File: src/rtl/color_gen_pkg.sv
// Shared definitions for the colour pattern generator.
// Contents: pattern mode enum, default 800x480 timing constants,
// and the colour-bar table with a lookup helper.
package color_gen_pkg;

  typedef enum logic [1:0] {
    MODE_SOLID   = 2'd0,
    MODE_BARS    = 2'd1,
    MODE_CHECKER = 2'd2,
    MODE_EXT     = 2'd3
  } mode_e;

  localparam int DEF_H_ACTIVE = 800;
  localparam int DEF_H_FP     = 40;
  localparam int DEF_H_SYNC   = 128;
  localparam int DEF_H_BP     = 88;
  localparam int DEF_V_ACTIVE = 480;
  localparam int DEF_V_FP     = 10;
  localparam int DEF_V_SYNC   = 2;
  localparam int DEF_V_BP     = 33;

  // Entry i is {r,g,b} full-scale flags of bar i, left to right:
  // white, yellow, cyan, green, magenta, red, blue, black.
  localparam logic [7:0][2:0] BAR_RGB = {
    3'b000, 3'b001, 3'b100, 3'b101, 3'b010, 3'b011, 3'b110, 3'b111
  };

  function automatic logic [2:0] bar_rgb(input logic [2:0] idx);
    return BAR_RGB[idx];
  endfunction

endpackage

File: src/rtl/vga_timing_gen.sv
// Raster counters plus combinational blank/sync decode of the current
// counter value. The parent registers the decode, giving 1-cycle latency.
// Ports: clk, rst_n (async low), en (advance enable),
//        pix_x/pix_y (current position), active, hsync_n, vsync_n,
//        origin (counters at (0,0)).
module vga_timing_gen #(
  parameter int H_ACTIVE = 800,
  parameter int H_FP     = 40,
  parameter int H_SYNC   = 128,
  parameter int H_BP     = 88,
  parameter int V_ACTIVE = 480,
  parameter int V_FP     = 10,
  parameter int V_SYNC   = 2,
  parameter int V_BP     = 33,
  localparam int H_TOTAL = H_ACTIVE + H_FP + H_SYNC + H_BP,
  localparam int V_TOTAL = V_ACTIVE + V_FP + V_SYNC + V_BP,
  localparam int X_W     = $clog2(H_TOTAL),
  localparam int Y_W     = $clog2(V_TOTAL)
) (
  input  logic           clk,
  input  logic           rst_n,
  input  logic           en,
  output logic [X_W-1:0] pix_x,
  output logic [Y_W-1:0] pix_y,
  output logic           active,
  output logic           hsync_n,
  output logic           vsync_n,
  output logic           origin
);

  logic [X_W-1:0] x_q, x_d;
  logic [Y_W-1:0] y_q, y_d;

  always_comb begin
    x_d = x_q;
    y_d = y_q;
    if (en) begin
      if (x_q == X_W'(H_TOTAL - 1)) begin
        x_d = '0;
        y_d = (y_q == Y_W'(V_TOTAL - 1)) ? '0 : y_q + 1'b1;
      end else begin
        x_d = x_q + 1'b1;
      end
    end
  end

  always_ff @(posedge clk or negedge rst_n) begin
    if (!rst_n) begin
      x_q <= '0;
      y_q <= '0;
    end else begin
      x_q <= x_d;
      y_q <= y_d;
    end
  end

  assign pix_x   = x_q;
  assign pix_y   = y_q;
  assign active  = (x_q < X_W'(H_ACTIVE)) && (y_q < Y_W'(V_ACTIVE));
  assign hsync_n = !((x_q >= X_W'(H_ACTIVE + H_FP)) &&
                     (x_q <  X_W'(H_ACTIVE + H_FP + H_SYNC)));
  assign vsync_n = !((y_q >= Y_W'(V_ACTIVE + V_FP)) &&
                     (y_q <  Y_W'(V_ACTIVE + V_FP + V_SYNC)));
  assign origin  = (x_q == '0) && (y_q == '0);

endmodule

File: src/rtl/color_pattern_gen.sv
// VGA-style test pattern generator: SOLID (button-set levels), colour
// BARS, CHECKER, or EXTernal pixel passthrough. All video outputs are
// registered one cycle after the counter value they describe.
// Ports: clk, rst_n (async low), en, mode_sel, red/green/blue_btn
//        (async levels), ext_red/green/blue; outputs hsync_n, vsync_n,
//        blank_n, pix_x, pix_y, red, green, blue, frame_start.
module color_pattern_gen
  import color_gen_pkg::*;
#(
  parameter int COLOR_W  = 8,
  parameter int LEVEL_W  = 2,
  parameter int H_ACTIVE = DEF_H_ACTIVE,
  parameter int H_FP     = DEF_H_FP,
  parameter int H_SYNC   = DEF_H_SYNC,
  parameter int H_BP     = DEF_H_BP,
  parameter int V_ACTIVE = DEF_V_ACTIVE,
  parameter int V_FP     = DEF_V_FP,
  parameter int V_SYNC   = DEF_V_SYNC,
  parameter int V_BP     = DEF_V_BP,
  localparam int H_TOTAL = H_ACTIVE + H_FP + H_SYNC + H_BP,
  localparam int V_TOTAL = V_ACTIVE + V_FP + V_SYNC + V_BP,
  localparam int X_W     = $clog2(H_TOTAL),
  localparam int Y_W     = $clog2(V_TOTAL)
) (
  input  logic               clk,
  input  logic               rst_n,
  input  logic               en,
  input  logic [1:0]         mode_sel,
  input  logic               red_btn,
  input  logic               green_btn,
  input  logic               blue_btn,
  input  logic [COLOR_W-1:0] ext_red,
  input  logic [COLOR_W-1:0] ext_green,
  input  logic [COLOR_W-1:0] ext_blue,
  output logic               hsync_n,
  output logic               vsync_n,
  output logic               blank_n,
  output logic [X_W-1:0]     pix_x,
  output logic [Y_W-1:0]     pix_y,
  output logic [COLOR_W-1:0] red,
  output logic [COLOR_W-1:0] green,
  output logic [COLOR_W-1:0] blue,
  output logic               frame_start
);

  logic t_active, t_hsync_n, t_vsync_n, t_origin;

  vga_timing_gen #(
    .H_ACTIVE(H_ACTIVE), .H_FP(H_FP), .H_SYNC(H_SYNC), .H_BP(H_BP),
    .V_ACTIVE(V_ACTIVE), .V_FP(V_FP), .V_SYNC(V_SYNC), .V_BP(V_BP)
  ) u_timing (
    .clk    (clk),
    .rst_n  (rst_n),
    .en     (en),
    .pix_x  (pix_x),
    .pix_y  (pix_y),
    .active (t_active),
    .hsync_n(t_hsync_n),
    .vsync_n(t_vsync_n),
    .origin (t_origin)
  );

  // Channel index 2=red, 1=green, 0=blue throughout.
  logic [2:0]                       btn_s1_q, btn_s1_d;
  logic [2:0]                       btn_s2_q, btn_s2_d;
  logic [2:0]                       btn_s3_q, btn_s3_d;
  logic [2:0][LEVEL_W-1:0]          lvl_q, lvl_d;
  mode_e                            mode_q, mode_d;
  logic [2:0][COLOR_W-1:0]          rgb_pix;
  logic [2:0][COLOR_W-1:0]          rgb_q, rgb_d;
  logic                             blank_q, blank_d;
  logic                             hs_q, hs_d;
  logic                             vs_q, vs_d;
  logic                             fs_q, fs_d;
  logic [2:0]                       bar_idx;
  logic [2:0]                       bar;

  // s1/s2 synchronise; s3 holds the previous synced value for edge detect.
  always_comb begin
    btn_s1_d = {red_btn, green_btn, blue_btn};
    btn_s2_d = btn_s1_q;
    btn_s3_d = btn_s2_q;
    lvl_d    = lvl_q;
    for (int c = 0; c < 3; c++) begin
      if (btn_s2_q[c] && !btn_s3_q[c]) lvl_d[c] = lvl_q[c] + 1'b1;
    end
  end

  // The new mode takes effect on pixel (0,0) itself, so a frame is
  // always rendered in a single mode.
  assign mode_d  = (en && t_origin) ? mode_e'(mode_sel) : mode_q;
  assign bar_idx = 3'(pix_x / X_W'(H_ACTIVE / 8));
  assign bar     = bar_rgb(bar_idx);

  always_comb begin
    rgb_pix = '0;
    case (mode_d)
      MODE_SOLID:
        for (int c = 0; c < 3; c++)
          rgb_pix[c] = {lvl_q[c], {(COLOR_W - LEVEL_W){1'b1}}};
      MODE_BARS:
        for (int c = 0; c < 3; c++)
          rgb_pix[c] = {COLOR_W{bar[c]}};
      MODE_CHECKER:
        rgb_pix = {(3 * COLOR_W){pix_x[5] ^ pix_y[5]}};
      default:
        rgb_pix = {ext_red, ext_green, ext_blue};
    endcase
  end

  always_comb begin
    blank_d = en && t_active;
    hs_d    = en ? t_hsync_n : 1'b1;
    vs_d    = en ? t_vsync_n : 1'b1;
    fs_d    = en && t_origin;
    rgb_d   = blank_d ? rgb_pix : '0;
  end

  always_ff @(posedge clk or negedge rst_n) begin
    if (!rst_n) begin
      btn_s1_q <= '0;
      btn_s2_q <= '0;
      btn_s3_q <= '0;
      lvl_q    <= '0;
      mode_q   <= MODE_SOLID;
      rgb_q    <= '0;
      blank_q  <= 1'b0;
      hs_q     <= 1'b1;
      vs_q     <= 1'b1;
      fs_q     <= 1'b0;
    end else begin
      btn_s1_q <= btn_s1_d;
      btn_s2_q <= btn_s2_d;
      btn_s3_q <= btn_s3_d;
      lvl_q    <= lvl_d;
      mode_q   <= mode_d;
      rgb_q    <= rgb_d;
      blank_q  <= blank_d;
      hs_q     <= hs_d;
      vs_q     <= vs_d;
      fs_q     <= fs_d;
    end
  end

  assign red         = rgb_q[2];
  assign green       = rgb_q[1];
  assign blue        = rgb_q[0];
  assign blank_n     = blank_q;
  assign hsync_n     = hs_q;
  assign vsync_n     = vs_q;
  assign frame_start = fs_q;

endmodule

File: config.mk
export PLATFORM = sky130hd
export DESIGN_NAME = color_pattern_gen
export DESIGN_NICKNAME = d
export VERILOG_FILES = /design/src/rtl/color_gen_pkg.sv /design/src/rtl/vga_timing_gen.sv /design/src/rtl/color_pattern_gen.sv
export SDC_FILE = /design/constraint.sdc
export NUM_CORES = 1
export LEC_CHECK = 0
export BUFFER_PORTS_ARGS = -buffer_cell sky130_fd_sc_hd__buf_2
export CORE_ASPECT_RATIO = 1.75
export CORE_MARGIN = 1.5
export CORE_UTILIZATION = 25
export DETAILED_ROUTE_END_ITERATION = 7
export SLEW_MARGIN = 20
export SYNTH_ARGS = -nofsm -noshare
export SYNTH_HDL_FRONTEND = slang
export SYNTH_SLANG_ARGS = --single-unit
export TNS_END_PERCENT = 100
File: constraint.sdc
create_clock -name clk -period 4.98 [get_ports clk]
set_input_delay 0.996 -clock clk [delete_from_list [all_inputs] [get_ports clk]]
set_output_delay 0.996 -clock clk [all_outputs]
set_load 0.01 [all_outputs]
==> results.py <==
metrics = {
    "critical_path": {
        "worstReg2RegEnd": "blue[5]",
        "worstSetupPathType": "reg2reg",
        "required_time_at_the_worst_slack_endpoint_ns": 5.22,
        "start_kind": "flip-flop",
        "worstPathMaxFanout": 22,
        "worstPathArrival_ns": 4.02,
        "timing.reg2reg.setup_slack_ns": 1.20,
        "regToRegStartpoint": "u_timing.pix_y[0]",
        "worstRegToRegCells": 10,
        "end_kind": "flip-flop",
        "crit_path_start": "u_timing.pix_y[0]",
        "crit_end": "blue[5]",
    },
    "synth": {
        "ys_ff_latch": 66,
        "number_of_warning_messages_in_the_yosys_log": 0,
        "synth_sequential_area_ratio": 0.457,
        "post_synthesis_compound_gate_area_fraction": 0.202,
        "synth_xor_xnor_area_share": 0.0581,
        "synth-simple-area-share": 0.202,
        "post_synth_mux_area_share": 0.0194,
        "synth_adder_area_share": 0.0138,
        "netlist_area_um2": 3620,
        "synth_top_family_by_area": "compound AO/OA/AOI/OAI gates",
        "synth_async_sr_flop_share": 1.00,
        "synth_enable_flop_cells": 0,
        "avgSynthCellArea_um2": 9.28,
        "synth_ff_type": "dfrtp_1",
        "post_synth_inst_count": 390,
        "synth_cell_types": 62,
        "synth_nets": 426,
    },
    "grt": {
        "groute.layer.met2.usage": 0.227,
        "grt_pass1_vias": 3083,
        "grt_first_pass_wirelength_um": 15200,
        "globalRouteMet3Util": 0.0286,
        "met1_usage": 0.143,
        "global_route.usage.total": 0.126,
        "globalRoute.totalOverflow": 0,
        "grt-busiest-layer": "met2",
        "grt_max_degree": 36,
        "antenna_found_initial": 0,
    },
    "die": {
        "placementRows": 58,
        "initial_core_util": 0.253,
        "ios": 81,
        "die_w_um": 94.0,
        "die-height_um": 162,
        "core_area_um2": 14300,
        "floorplan.die_area_um2": 15200,
    },
    "clock_tree": {
        "cts-hold-fix-buffers": 0,
        "post_cts.repair.setup_buffers": 0,
        "ctsHtreeMaxLevel": 3,
        "clk_pin_slew_ns": 0.05,
        "cts_resized": 0,
        "tritoncts": "done",
        "clock_tree.root_cell": "clkbuf_16",
        "clkSinkCount": 66,
        "cts-root-to-sink-buffers": 2,
        "cts_made_buffers": 9,
        "worstSkewPairLatency_ns": 0.32,
    },
    "timing": {
        "skew_ns": 0.00632,
        "setup_violations": 0,
        "rsz0062_at_grt": "no",
        "timing.final.crit_period_ns": 3.78,
        "timing_hold_violations_final": 0,
        "tightestPinTransition_ns": 1.05,
        "clock.fmax_ghz": 0.265,
        "setup_total_negative_slack_ns": 0,
        "layout_setup_ws_ns": 1.20,
        "slew-limit-headroom": 0.299,
        "final_min_period_over_clock_period": 0.759,
        "timing_max_transition_violations_final": 0,
    },
    "cells_and_area": {
        "area.sequential_um2": 1650,
        "multi_input_area_um2": 1800,
        "layout.cells.most_common": "buf_2",
        "flow.area_growth_from_synthesis_pct": 22.3,
        "fill_cells": 1472,
        "layout-drive-gt1-share": 0.251,
        "highest_count_cells_in_the_layout_ignoring_fill_and_taps": "buf_2 (80), dfrtp_1 (64), o21ai_0 (32)",
        "n_antenna_cell": 0,
        "post_layout_nonfiller_instances": 639,
        "number_of_nets_in_the_finished_design": 491,
    },
    "placement": {
        "placed_cells": 624,
        "place_ws_ns": 1.15,
        "place.gp.congestion": 0.835,
        "detailedPlacementHpwl_um": 6780,
        "placement.io_buffers": 80,
    },
    "routing": {
        "routed-via-count": 3150,
        "dr.pass1.iters": 6,
        "drc_errors": 0,
        "routedWlPerCell_um": 14.4,
        "drt_iter0_markers": 265,
        "drt-total-wl_um": 9220,
        "antenna_violation_net_count_after_detailed_routing": 0,
        "drt-vias-per-instance": 4.93,
    },
    "status": {
        "run_status": "complete, no violations",
    },
    "pwr": {
        "power.switching_fraction": 0.319,
        "p_seq_frac": 0.424,
        "worst_ir_drop_vdd_mv": 0.141,
        "power.switching_mw": 0.555,
        "power.internal_mw": 1.18,
        "cell_pwr_density_nw_per_um2": 393,
        "cellLeakagePower_nw": 1.94,
        "comb_power_share": 0.221,
        "clock_power_share": 0.355,
    },
    "job": {
        "drv.max_cap_violation_count": 0,
    },
    "hold_path": {
        "hold_path.startpoint": "btn_s1_q[1]",
        "min-delay-path-class": "reg2reg",
    },
}
layer usage:
metal	vias to the layer above	part of all wire
li1	1511	-
met1	1539	0.40
met2	91	0.53
met3	9	0.050
met4	0	0.012
met5	-	0
state kept, by name, summed over array words and instances, names as in the netlist:
register and cells:
lvl_q 6, green 8, btn_s3_q 3, blank_n 1, red 8, vsync_n 1, btn_s2_q 3, btn_s1_q 3
blue 8, frame_start 1, hsync_n 1, u_timing.pix_x 11, mode_q 2, u_timing.pix_y 10
power by group through the flow:
stage | Clock, mW | Sequential, mW | Combinational [mW]
floorplan | 0 | 0.685 | 0.314
global placement | 0 | 0.742 | 0.378
detailed placement | 0 | 0.747 | 0.385
CTS | 0.634 | 0.738 | 0.388
global route | 0.660 | 0.756 | 0.432
finish | 0.617 | 0.737 | 0.385
synth_stat cells (all sizes together) (5+ instances only):
cell / n / area [um2]
a21oi: 29 / 145
and3: 6 / 37.5
buf: 20 / 101
clkbuf: 8 / 30.0
dfrtp: 64 / 1600
inv: 11 / 41.3
mux2i: 7 / 70.1
nand2: 30 / 115
nand2b: 10 / 70.1
nand3: 15 / 75.1
nand3b: 5 / 37.5
nand4: 6 / 37.5
nor2: 30 / 115
nor2b: 6 / 37.5
nor3: 10 / 55.1
o21a: 13 / 97.6
o21ai: 35 / 179
o22ai: 5 / 31.3
o31ai: 5 / 51.3
xnor2: 20 / 175
stage by stage:
| step | hold WS (ns) | area (um2) | util | power [mW] |
|---|---|---|---|---|
| 2_1_floorplan | 0.331 | 3620 | - | 0.999 |
| 3_3_place_gp | 0.339 | 4130 | 0.289 | 1.12 |
| 3_5_place_dp | 0.339 | 4130 | 0.289 | 1.13 |
| 4_1_cts | 0.350 | 4420 | 0.309 | 1.76 |
| 5_1_grt | 0.360 | 4430 | 0.310 | 1.85 |
| 6_report | 0.347 | 4430 | 0.310 | 1.74 |
final cells by class:
| type | instances | area share |
|---|---|---|
| multi-input combinational | 285 | 0.406 |
| sequential | 66 | 0.373 |
| tap | 180 | 0.0508 |
| clock inverter | 5 | 0.0124 |
| timing repair buffer | 82 | 0.0938 |
| clock buffer | 10 | 0.0540 |
| inverter | 11 | 0.00932 |
worst min path at each step:
| stage | to | cells past startpoint | slack [ns] |
|---|---|---|---|
| 2_1_floorplan | btn_s2_q[0] | 0 | 0.33 |
| 3_3_place_gp | btn_s2_q[1] | 0 | 0.34 |
| 3_5_place_dp | btn_s2_q[1] | 0 | 0.34 |
| 4_1_cts | btn_s2_q[1] | 0 | 0.35 |
| 5_1_grt | btn_s2_q[0] | 0 | 0.36 |
| 6_report | btn_s2_q[1] | 0 | 0.35 |
cell families after synthesis:
| logic type | after synthesis |
|---|---|
| simple gates | 137 |
| mux | 7 |
| flops | 66 |
| buf+inv | 39 |
| fa+ha+maj | 4 |
| compound gates | 113 |
| xor+xnor | 24 |
worst max-delay path, stage by stage (launching register included):
cell	delay, ns
dfrtp_1	0.42
inv_1	0.12
ha_1	0.14
or4b_2	0.58
nor3_1	0.28
and3_1	0.33
mux2i_1	0.75
inv_1	0.15
nand2_1	0.57
o21ai_0	0.20
a21oi_1	0.16
No activity file was read; power rests on OpenSTA's default activity.
